$ cat src/rtl/stc_pkg.sv
// Shared types and constants for the sparse tensor core A-buffer sequencer.
package stc_pkg;
  localparam int M           = 16;
  localparam int K           = 16;
  localparam int DW_MEM      = 512;
  localparam int DW_COL      = 4;
  localparam int DW_PTR      = 8;
  localparam int DW_CNT      = DW_COL + 1;
  localparam int LANES       = 4;
  localparam int PTR_ROW_LSB = DW_COL;
  localparam int PTR_COL_LSB = 0;

  typedef enum logic [2:0] {
    ST_IDLE, ST_LOAD_DATA, ST_LOAD_CIDX, ST_ISSUE, ST_DONE
  } abuf_state_e;

  typedef logic [DW_COL-1:0] row_t;
  typedef logic [DW_CNT-1:0] cnt_t;

  typedef struct packed {
    logic [LANES-1:0][DW_PTR-1:0] ptrs;
    logic [LANES-1:0]             mask;
    logic                         vld;
  } grp_t;

  function automatic cnt_t clamp_k(cnt_t c);
    return (c > cnt_t'(K)) ? cnt_t'(K) : c;
  endfunction
endpackage

$ cat src/rtl/stc_abuf_ctrl_if.sv
// Memory-stream, buffer-write and pointer-issue signals of the A-buffer sequencer.
interface stc_abuf_ctrl_if;
  import stc_pkg::*;
  logic                    mem_valid;
  logic                    mem_ready;
  logic [DW_MEM-1:0]       mem_data;
  logic                    buf_write_data_en;
  logic                    buf_write_cidx_en;
  logic [DW_COL-1:0]       buf_idx;
  logic [DW_MEM-1:0]       buf_data_input;
  logic [LANES*DW_PTR-1:0] ptrs;
  logic [LANES-1:0]        lane_mask;
  logic                    out_valid;
  logic                    out_ready;

  // controller side
  modport slave (
    input  mem_valid, mem_data, out_ready,
    output mem_ready, buf_write_data_en, buf_write_cidx_en, buf_idx,
           buf_data_input, ptrs, lane_mask, out_valid
  );
  // memory fetch / consumer side
  modport master (
    output mem_valid, mem_data, out_ready,
    input  mem_ready, buf_write_data_en, buf_write_cidx_en, buf_idx,
           buf_data_input, ptrs, lane_mask, out_valid
  );
endinterface

$ cat src/rtl/stc_abuf_grp_gen.sv
// Combinational pointer-group builder: (row, offset, row count) -> lane pointers,
// lane mask and the offset after this group.
module stc_abuf_grp_gen
  import stc_pkg::*;
(
  input  row_t row,
  input  cnt_t off,
  input  cnt_t nnz,
  output grp_t grp,
  output cnt_t off_next,
  output logic row_end
);
  cnt_t rem, len;
  logic [LANES-1:0][DW_PTR-1:0] ptrs_w;
  logic [LANES-1:0]             mask_w;

  assign rem      = (nnz > off) ? nnz - off : '0;
  assign len      = (rem > cnt_t'(LANES)) ? cnt_t'(LANES) : rem;
  assign off_next = off + len;
  assign row_end  = (off_next >= nnz);

  for (genvar g = 0; g < LANES; g++) begin : g_lane
    cnt_t col;
    assign col        = off + cnt_t'(g);
    assign mask_w[g]  = (cnt_t'(g) < len);
    // col < K after the clamp, so the low DW_COL bits are exact
    assign ptrs_w[g]  = mask_w[g] ? {row, col[DW_COL-1:0]} : '0;
  end

  assign grp = '{ptrs: ptrs_w, mask: mask_w, vld: (len != '0)};
endmodule

$ cat src/rtl/stc_abuf_ctrl.sv
// A-operand row buffer sequencer: loads M value/column-index row pairs, then issues
// up to four {row,col} pointers per cycle. Optional STC_ABUF_PERF_EN adds perf counters.
module stc_abuf_ctrl
  import stc_pkg::*;
(
  input  logic                clk,
  input  logic                reset,
  input  logic                start,
  input  logic [M*DW_CNT-1:0] nnz_vec,
  output logic                busy,
  output logic                done,
`ifdef STC_ABUF_PERF_EN
  output logic [31:0]         perf_busy_cycles,
  output logic [31:0]         perf_stall_cycles,
`endif
  stc_abuf_ctrl_if.slave      bus
);
  abuf_state_e     state_q, state_d;
  cnt_t [M-1:0]    nnz_q, nnz_d;
  row_t            r_q, r_d, buf_idx_q, buf_idx_d;
  cnt_t            o_q, o_d, o_nx;
  logic            last_q, last_d;
  logic            wr_data_q, wr_data_d, wr_cidx_q, wr_cidx_d;
  grp_t            grp_q, grp_d, grp_nx;
  logic            row_end, mem_ready_c;
  logic            beat, accept, adv, load_grp, finish;

  assign beat     = bus.mem_valid && mem_ready_c;
  assign accept   = grp_q.vld && bus.out_ready;
  // output register is free to take the next group
  assign adv      = (state_q == ST_ISSUE) && (!grp_q.vld || accept);
  assign load_grp = adv && !last_q;
  assign finish   = adv && last_q;

  stc_abuf_grp_gen u_grp (
    .row     (r_q),
    .off     (o_q),
    .nnz     (nnz_q[r_q]),
    .grp     (grp_nx),
    .off_next(o_nx),
    .row_end (row_end)
  );

  always_ff @(posedge clk or negedge reset) begin
    if (!reset) state_q <= ST_IDLE;
    else        state_q <= state_d;
  end

  always_comb begin
    state_d = state_q;
    unique case (state_q)
      ST_IDLE:      if (start) state_d = ST_LOAD_DATA;
      ST_LOAD_DATA: if (beat)  state_d = ST_LOAD_CIDX;
      ST_LOAD_CIDX: if (beat)  state_d = (r_q == row_t'(M-1)) ? ST_ISSUE : ST_LOAD_DATA;
      ST_ISSUE:     if (finish) state_d = ST_DONE;
      ST_DONE:      state_d = ST_IDLE;
      default:      state_d = ST_IDLE;
    endcase
  end

  always_comb begin
    busy        = (state_q == ST_LOAD_DATA) || (state_q == ST_LOAD_CIDX) || (state_q == ST_ISSUE);
    mem_ready_c = (state_q == ST_LOAD_DATA) || (state_q == ST_LOAD_CIDX);
    done        = (state_q == ST_DONE);
  end

  always_comb begin
    nnz_d     = nnz_q;
    r_d       = r_q;
    o_d       = o_q;
    last_d    = last_q;
    buf_idx_d = buf_idx_q;
    grp_d     = grp_q;
    wr_data_d = beat && (state_q == ST_LOAD_DATA);
    wr_cidx_d = beat && (state_q == ST_LOAD_CIDX);
    if (beat) buf_idx_d = r_q;
    if ((state_q == ST_IDLE) && start) begin
      for (int i = 0; i < M; i++) nnz_d[i] = clamp_k(nnz_vec[i*DW_CNT +: DW_CNT]);
      r_d    = '0;
      o_d    = '0;
      last_d = 1'b0;
    end
    // row counter wraps to 0 after the last cidx row, ready for ISSUE
    if (wr_cidx_d) r_d = r_q + row_t'(1);
    if (load_grp) begin
      grp_d = grp_nx;
      if (row_end) begin
        o_d    = '0;
        r_d    = r_q + row_t'(1);
        last_d = (r_q == row_t'(M-1));
      end else begin
        o_d = o_nx;
      end
    end else if (finish) begin
      grp_d = '0;
    end
  end

  always_ff @(posedge clk or negedge reset) begin
    if (!reset) begin
      nnz_q     <= '0;
      r_q       <= '0;
      o_q       <= '0;
      last_q    <= 1'b0;
      buf_idx_q <= '0;
      wr_data_q <= 1'b0;
      wr_cidx_q <= 1'b0;
      grp_q     <= '0;
    end else begin
      nnz_q     <= nnz_d;
      r_q       <= r_d;
      o_q       <= o_d;
      last_q    <= last_d;
      buf_idx_q <= buf_idx_d;
      wr_data_q <= wr_data_d;
      wr_cidx_q <= wr_cidx_d;
      grp_q     <= grp_d;
    end
  end

  assign bus.mem_ready         = mem_ready_c;
  assign bus.buf_write_data_en = wr_data_q;
  assign bus.buf_write_cidx_en = wr_cidx_q;
  assign bus.buf_idx           = buf_idx_q;
  assign bus.buf_data_input    = bus.mem_data;
  assign bus.ptrs              = grp_q.ptrs;
  assign bus.lane_mask         = grp_q.mask;
  assign bus.out_valid         = grp_q.vld;

`ifdef STC_ABUF_PERF_EN
  logic [31:0] pbusy_q, pbusy_d, pstall_q, pstall_d;

  always_comb begin
    pbusy_d  = pbusy_q;
    pstall_d = pstall_q;
    if ((state_q == ST_IDLE) && start) begin
      pbusy_d  = '0;
      pstall_d = '0;
    end else begin
      if (busy && !(&pbusy_q)) pbusy_d = pbusy_q + 32'd1;
      if (grp_q.vld && !bus.out_ready && !(&pstall_q)) pstall_d = pstall_q + 32'd1;
    end
  end

  always_ff @(posedge clk or negedge reset) begin
    if (!reset) begin
      pbusy_q  <= '0;
      pstall_q <= '0;
    end else begin
      pbusy_q  <= pbusy_d;
      pstall_q <= pstall_d;
    end
  end

  assign perf_busy_cycles  = pbusy_q;
  assign perf_stall_cycles = pstall_q;
`endif
endmodule

$ cat src/flat_wrapper.sv
// flat-port wrapper written by rule: the top's interface ports become plain ports
module stc_abuf_ctrl_flat import stc_pkg::*;
  (clk, reset, start, nnz_vec, busy, done, bus_mem_valid, bus_mem_data, bus_out_ready, bus_mem_ready, bus_buf_write_data_en, bus_buf_write_cidx_en, bus_buf_idx, bus_buf_data_input, bus_ptrs, bus_lane_mask, bus_out_valid);
  stc_abuf_ctrl_if bus_i ();
  input  logic clk;
  input  logic reset;
  input  logic start;
  input  logic [M*DW_CNT-1:0] nnz_vec;
  output logic busy;
  output logic done;
  input wire logic [$bits(bus_i.mem_valid)-1:0] bus_mem_valid;
  input wire logic [$bits(bus_i.mem_data)-1:0] bus_mem_data;
  input wire logic [$bits(bus_i.out_ready)-1:0] bus_out_ready;
  output wire logic [$bits(bus_i.mem_ready)-1:0] bus_mem_ready;
  output wire logic [$bits(bus_i.buf_write_data_en)-1:0] bus_buf_write_data_en;
  output wire logic [$bits(bus_i.buf_write_cidx_en)-1:0] bus_buf_write_cidx_en;
  output wire logic [$bits(bus_i.buf_idx)-1:0] bus_buf_idx;
  output wire logic [$bits(bus_i.buf_data_input)-1:0] bus_buf_data_input;
  output wire logic [$bits(bus_i.ptrs)-1:0] bus_ptrs;
  output wire logic [$bits(bus_i.lane_mask)-1:0] bus_lane_mask;
  output wire logic [$bits(bus_i.out_valid)-1:0] bus_out_valid;
  assign bus_i.mem_valid = bus_mem_valid;
  assign bus_i.mem_data = bus_mem_data;
  assign bus_i.out_ready = bus_out_ready;
  assign bus_mem_ready = bus_i.mem_ready;
  assign bus_buf_write_data_en = bus_i.buf_write_data_en;
  assign bus_buf_write_cidx_en = bus_i.buf_write_cidx_en;
  assign bus_buf_idx = bus_i.buf_idx;
  assign bus_buf_data_input = bus_i.buf_data_input;
  assign bus_ptrs = bus_i.ptrs;
  assign bus_lane_mask = bus_i.lane_mask;
  assign bus_out_valid = bus_i.out_valid;
  stc_abuf_ctrl u_core (.clk(clk), .reset(reset), .start(start), .nnz_vec(nnz_vec), .busy(busy), .done(done), .bus(bus_i));
endmodule
$ cat config.mk
export PLATFORM = sky130hd
export DESIGN_NAME = stc_abuf_ctrl_flat
export DESIGN_NICKNAME = d
export VERILOG_FILES = /design/src/rtl/stc_pkg.sv /design/src/rtl/stc_abuf_ctrl_if.sv /design/src/rtl/stc_abuf_grp_gen.sv /design/src/rtl/stc_abuf_ctrl.sv /design/src/flat_wrapper.sv
export SDC_FILE = /design/constraint.sdc
export NUM_CORES = 1
export LEC_CHECK = 0
export CAP_MARGIN = 20
export CORE_AREA = 2 2 444 446
export CTS_BUF_LIST = sky130_fd_sc_hd__clkbuf_2 sky130_fd_sc_hd__clkbuf_4 sky130_fd_sc_hd__clkbuf_8
export CTS_CLUSTER_SIZE = 40
export DETAILED_ROUTE_END_ITERATION = 10
export DIE_AREA = 0 0 446 448
export DONT_BUFFER_PORTS = 1
export PLACE_DENSITY = 0.3
export SKIP_LAST_GASP = 1
export SYNTH_ARGS = -nofsm -noshare
export SYNTH_HDL_FRONTEND = slang
export SYNTH_HIERARCHICAL = 1
export SYNTH_SLANG_ARGS = --single-unit
$ cat constraint.sdc
create_clock -name clk -period 13.45 [get_ports clk]
set_input_delay 2.0175 -clock clk [delete_from_list [all_inputs] [get_ports clk]]
set_output_delay 2.0175 -clock clk [all_outputs]
set_load 0.01 [all_outputs]
==> flow_summary.yaml <==
cells_and_area:
  syn2layout_area_growth_pct: -3.69
  fill_cells: 23000
  layout_common_cells: "152 x nand2_1, 134 x dfrtp_1, 112 x o21ai_0"
  drive_above_1_share_pct: 11.6
  finish.utilization_pct: 5.49
  final_nets: 1344
  layout_commonest_cell: "nand2_1"
cts:
  cts_tree: "done"
  cts_buffers: 17
  cts_num_sinks: 136
  ctsHoldBuffers: 0
  cts_root_buffer: "clkbuf_8"
  clk_latency_ps: 600
  cts_setup_buffers: 0
  clk_pin_slew_ps: 130
  h-tree-depth: 4
  clk_path_buf_depth: 2
  post_cts_resized: 0
timing:
  worst_slew_pin_slew_ps: 1020
  setup_viol: 0
  fin_crit_sh_pct: 48.0
  finalClockSkew_ps: 29.7
  slew_viol_final: 0
  hold_violations: 0
  rsz0062_at_grt: "no"
  slew_headroom_pct: 32.2
  min_period_ps: 6460
  fin_setup_tns_ps: 0
  fmax_mhz: 155
setup_path:
  cp.required_ps: 13960
  rrSetupSlack_ps: 6990
  crit_fanout: 29
  cp.arrival_ps: 6970
  path_class: "reg -> reg"
  cp-start-kind: "flip-flop"
  end_kind: "flip-flop"
drt:
  drt_iter0_markers: 305
  num_vias: 6295
  ant_nets: 0
  viasPerCell: 1.92
  wl_mm: 84.3
  drc: 0
  first_pass_iters: 4
  wl_per_cell_um: 25.6
logic_synthesis:
  syn_area_um2: 11100
  synth.avg_cell_area_um2: 8.87
  synth_top_area_share_pct: 34.8
  synth_cells: 1252
  syn-num-nets: 1870
  ys_seq_area_share_pct: 30.7
  synth_edf_count: 0
  async_reset_ff_share_pct: 100
  ys_warn_count: 6
  synth_top_area_cell: "buf_4"
  yosys_most_used_dff: "dfrtp_1"
  synth-seq-cells: 136
  ys_types: 48
  ys_top_cells_by_area: "buf_4 35%, dfrtp_1 31%, nand2_1 5.2%"
floorplan:
  die_area_um2: 200000
  io_pins: 1155
  row_count: 162
  die_h_um: 448
  core_um2: 195000
  fp.dieW_um: 446
  start_util_pct: 5.70
run:
  max-cap-violations: 0
power:
  peakVddDrop_mv: 0.153
  pwr_density_cell_nw_per_um2: 257
  power_leakage_nw: 3.46
grt:
  grt_max_degree: 137
  grt_pass1_wl_mm: 98.5
  antenna_found_initial: 11
  grt_usage_pct: 8.17
  grt_overflow: 0
  first_global_vias: 6620
min_path:
  hold_path_class: "reg -> reg"
outcome:
  status: "finished clean"
placed_design:
  gp_congestion: 0.712
  portBuffers: 0
  hpwlAfterDp_mm: 72.7
==> flip-flops by register name, indices dropped and copies added, names as in the netlist <==
signal / cells
u_core/bus.lane_mask: 4
u_core/state_q: 3
u_core/bus.out_valid: 1
u_core/bus.buf_write_cidx_en: 1
u_core/bus.buf_write_data_en: 1
u_core/o_q: 5
u_core/bus.ptrs: 32
u_core/nnz_q: 80
u_core/bus.buf_idx: 4
u_core/r_q: 4
u_core/last_q: 1
==> cell usage after synthesis, types with 2 or more instances <==
cell / count
a21o_1: 7
a21oi_1: 15
a21oi_2: 2
a22oi_1: 10
and2_1: 3
and3b_1: 2
buf_2: 16
buf_4: 515
buf_6: 4
clkbuf_1: 17
dfrtp_1: 136
fa_1: 2
ha_1: 19
inv_1: 25
mux2_2: 20
mux4_1: 12
mux4_2: 8
nand2_1: 153
nand2b_1: 77
nand3_1: 14
nand4_1: 2
nor2_1: 22
nor2b_1: 23
nor4_4: 2
o21ai_0: 112
o21ai_1: 3
xnor2_1: 9
xor2_1: 2
==> critical path, stage by stage (launching register included) <==
cell	delay, ps
dfrtp_2	1010
mux4_1	660
a22oi_1	370
nand2_1	140
inv_1	80
ha_1	200
inv_1	70
fa_1	440
a21oi_1	160
a2bb2oi_1	290
a21oi_2	170
nor3_4	570
inv_1	100
ha_1	340
xnor2_1	220
ha_1	260
a21o_1	160
a21o_1	160
a21o_1	240
a41oi_2	370
a21oi_1	90
a31o_2	220
==> per-stage QoR <==
step / setup slack (ps) / instances / hold WS [ps] / instance area, um^2 / total power [mW]
2_1_floorplan: 8480 / 1252 / 442 / 11100 / 1.85
3_3_place_gp: 6780 / 3249 / 460 / 10300 / 2.49
3_5_place_dp: 6760 / 3249 / 466 / 10300 / 2.48
4_1_cts: 6740 / 3281 / 490 / 10700 / 2.89
5_1_grt: 6410 / 3282 / 506 / 10700 / 3.05
6_report: 6990 / 3287 / 485 / 10700 / 2.75
==> worst paths after layout <==
| check | start | endpoint | cells after the start |
|---|---|---|---|
| min | u_core/nnz_q[23]$_DFFE_PN0P_ | u_core/nnz_q[23]$_DFFE_PN0P_ | 2 |
| max | u_core/r_q[0]$_DFF_PN0_ | u_core/r_q[2]$_DFF_PN0_ | 21 |
| min reg2reg | u_core/nnz_q[23]$_DFFE_PN0P_ | u_core/nnz_q[23]$_DFFE_PN0P_ | 2 |
| max in group asynchronous | reset | u_core/bus.ptrs[11]$_DFFE_PN0P_ | 0 |
| max reg2reg | u_core/r_q[0]$_DFF_PN0_ | u_core/r_q[2]$_DFF_PN0_ | 21 |
| min in group asynchronous | reset | u_core/nnz_q[34]$_DFFE_PN0P_ | 0 |
==> routing by layer <==
metal / up-vias / track usage (%) / share of wire (%)
met5: - / 0.529 / 0.18
met2: 858 / 10.3 / 37
met3: 145 / 12.5 / 31
met4: 8 / 2.33 / 2.5
li1: 2498 / - / -
met1: 2786 / 6.64 / 29
==> layout make-up <==
cell class	count	area, um^2	share of cell area [%]
sequential	136	3410	31.9
clock buffer	17	234	2.19
antenna	6	15.0	0.140
multi-input combinational	538	3540	33.2
clock inverter	15	158	1.47
tap	2542	3180	29.7
timing repair buffer	8	60.1	0.562
inverter	25	93.8	0.878
==> logic make-up (layout without fill, tap and decap cells) <==
family | after synthesis | count (layout) | synth area share [%]
buf+inv | 578 | 65 | 37.6
mux | 40 | 40 | 6.49
other cells | 1 | 7 | 0.0338
fa+ha+maj | 21 | 21 | 2.50
simple gates | 308 | 308 | 13.9
flops | 136 | 136 | 30.7
compound gates | 157 | 157 | 7.99
xor+xnor | 11 | 11 | 0.868
==> power breakdown <==
group          internal, mW  switching, mW  total (mW)  leakage (nW)
clock                 0.138          0.245       0.382         0.188
sequential            0.580          0.225       0.806          1.77
combinational         0.542           1.02        1.56          1.50
total                  1.26           1.49        2.75          3.46
Power figures use the tool's default switching activity.
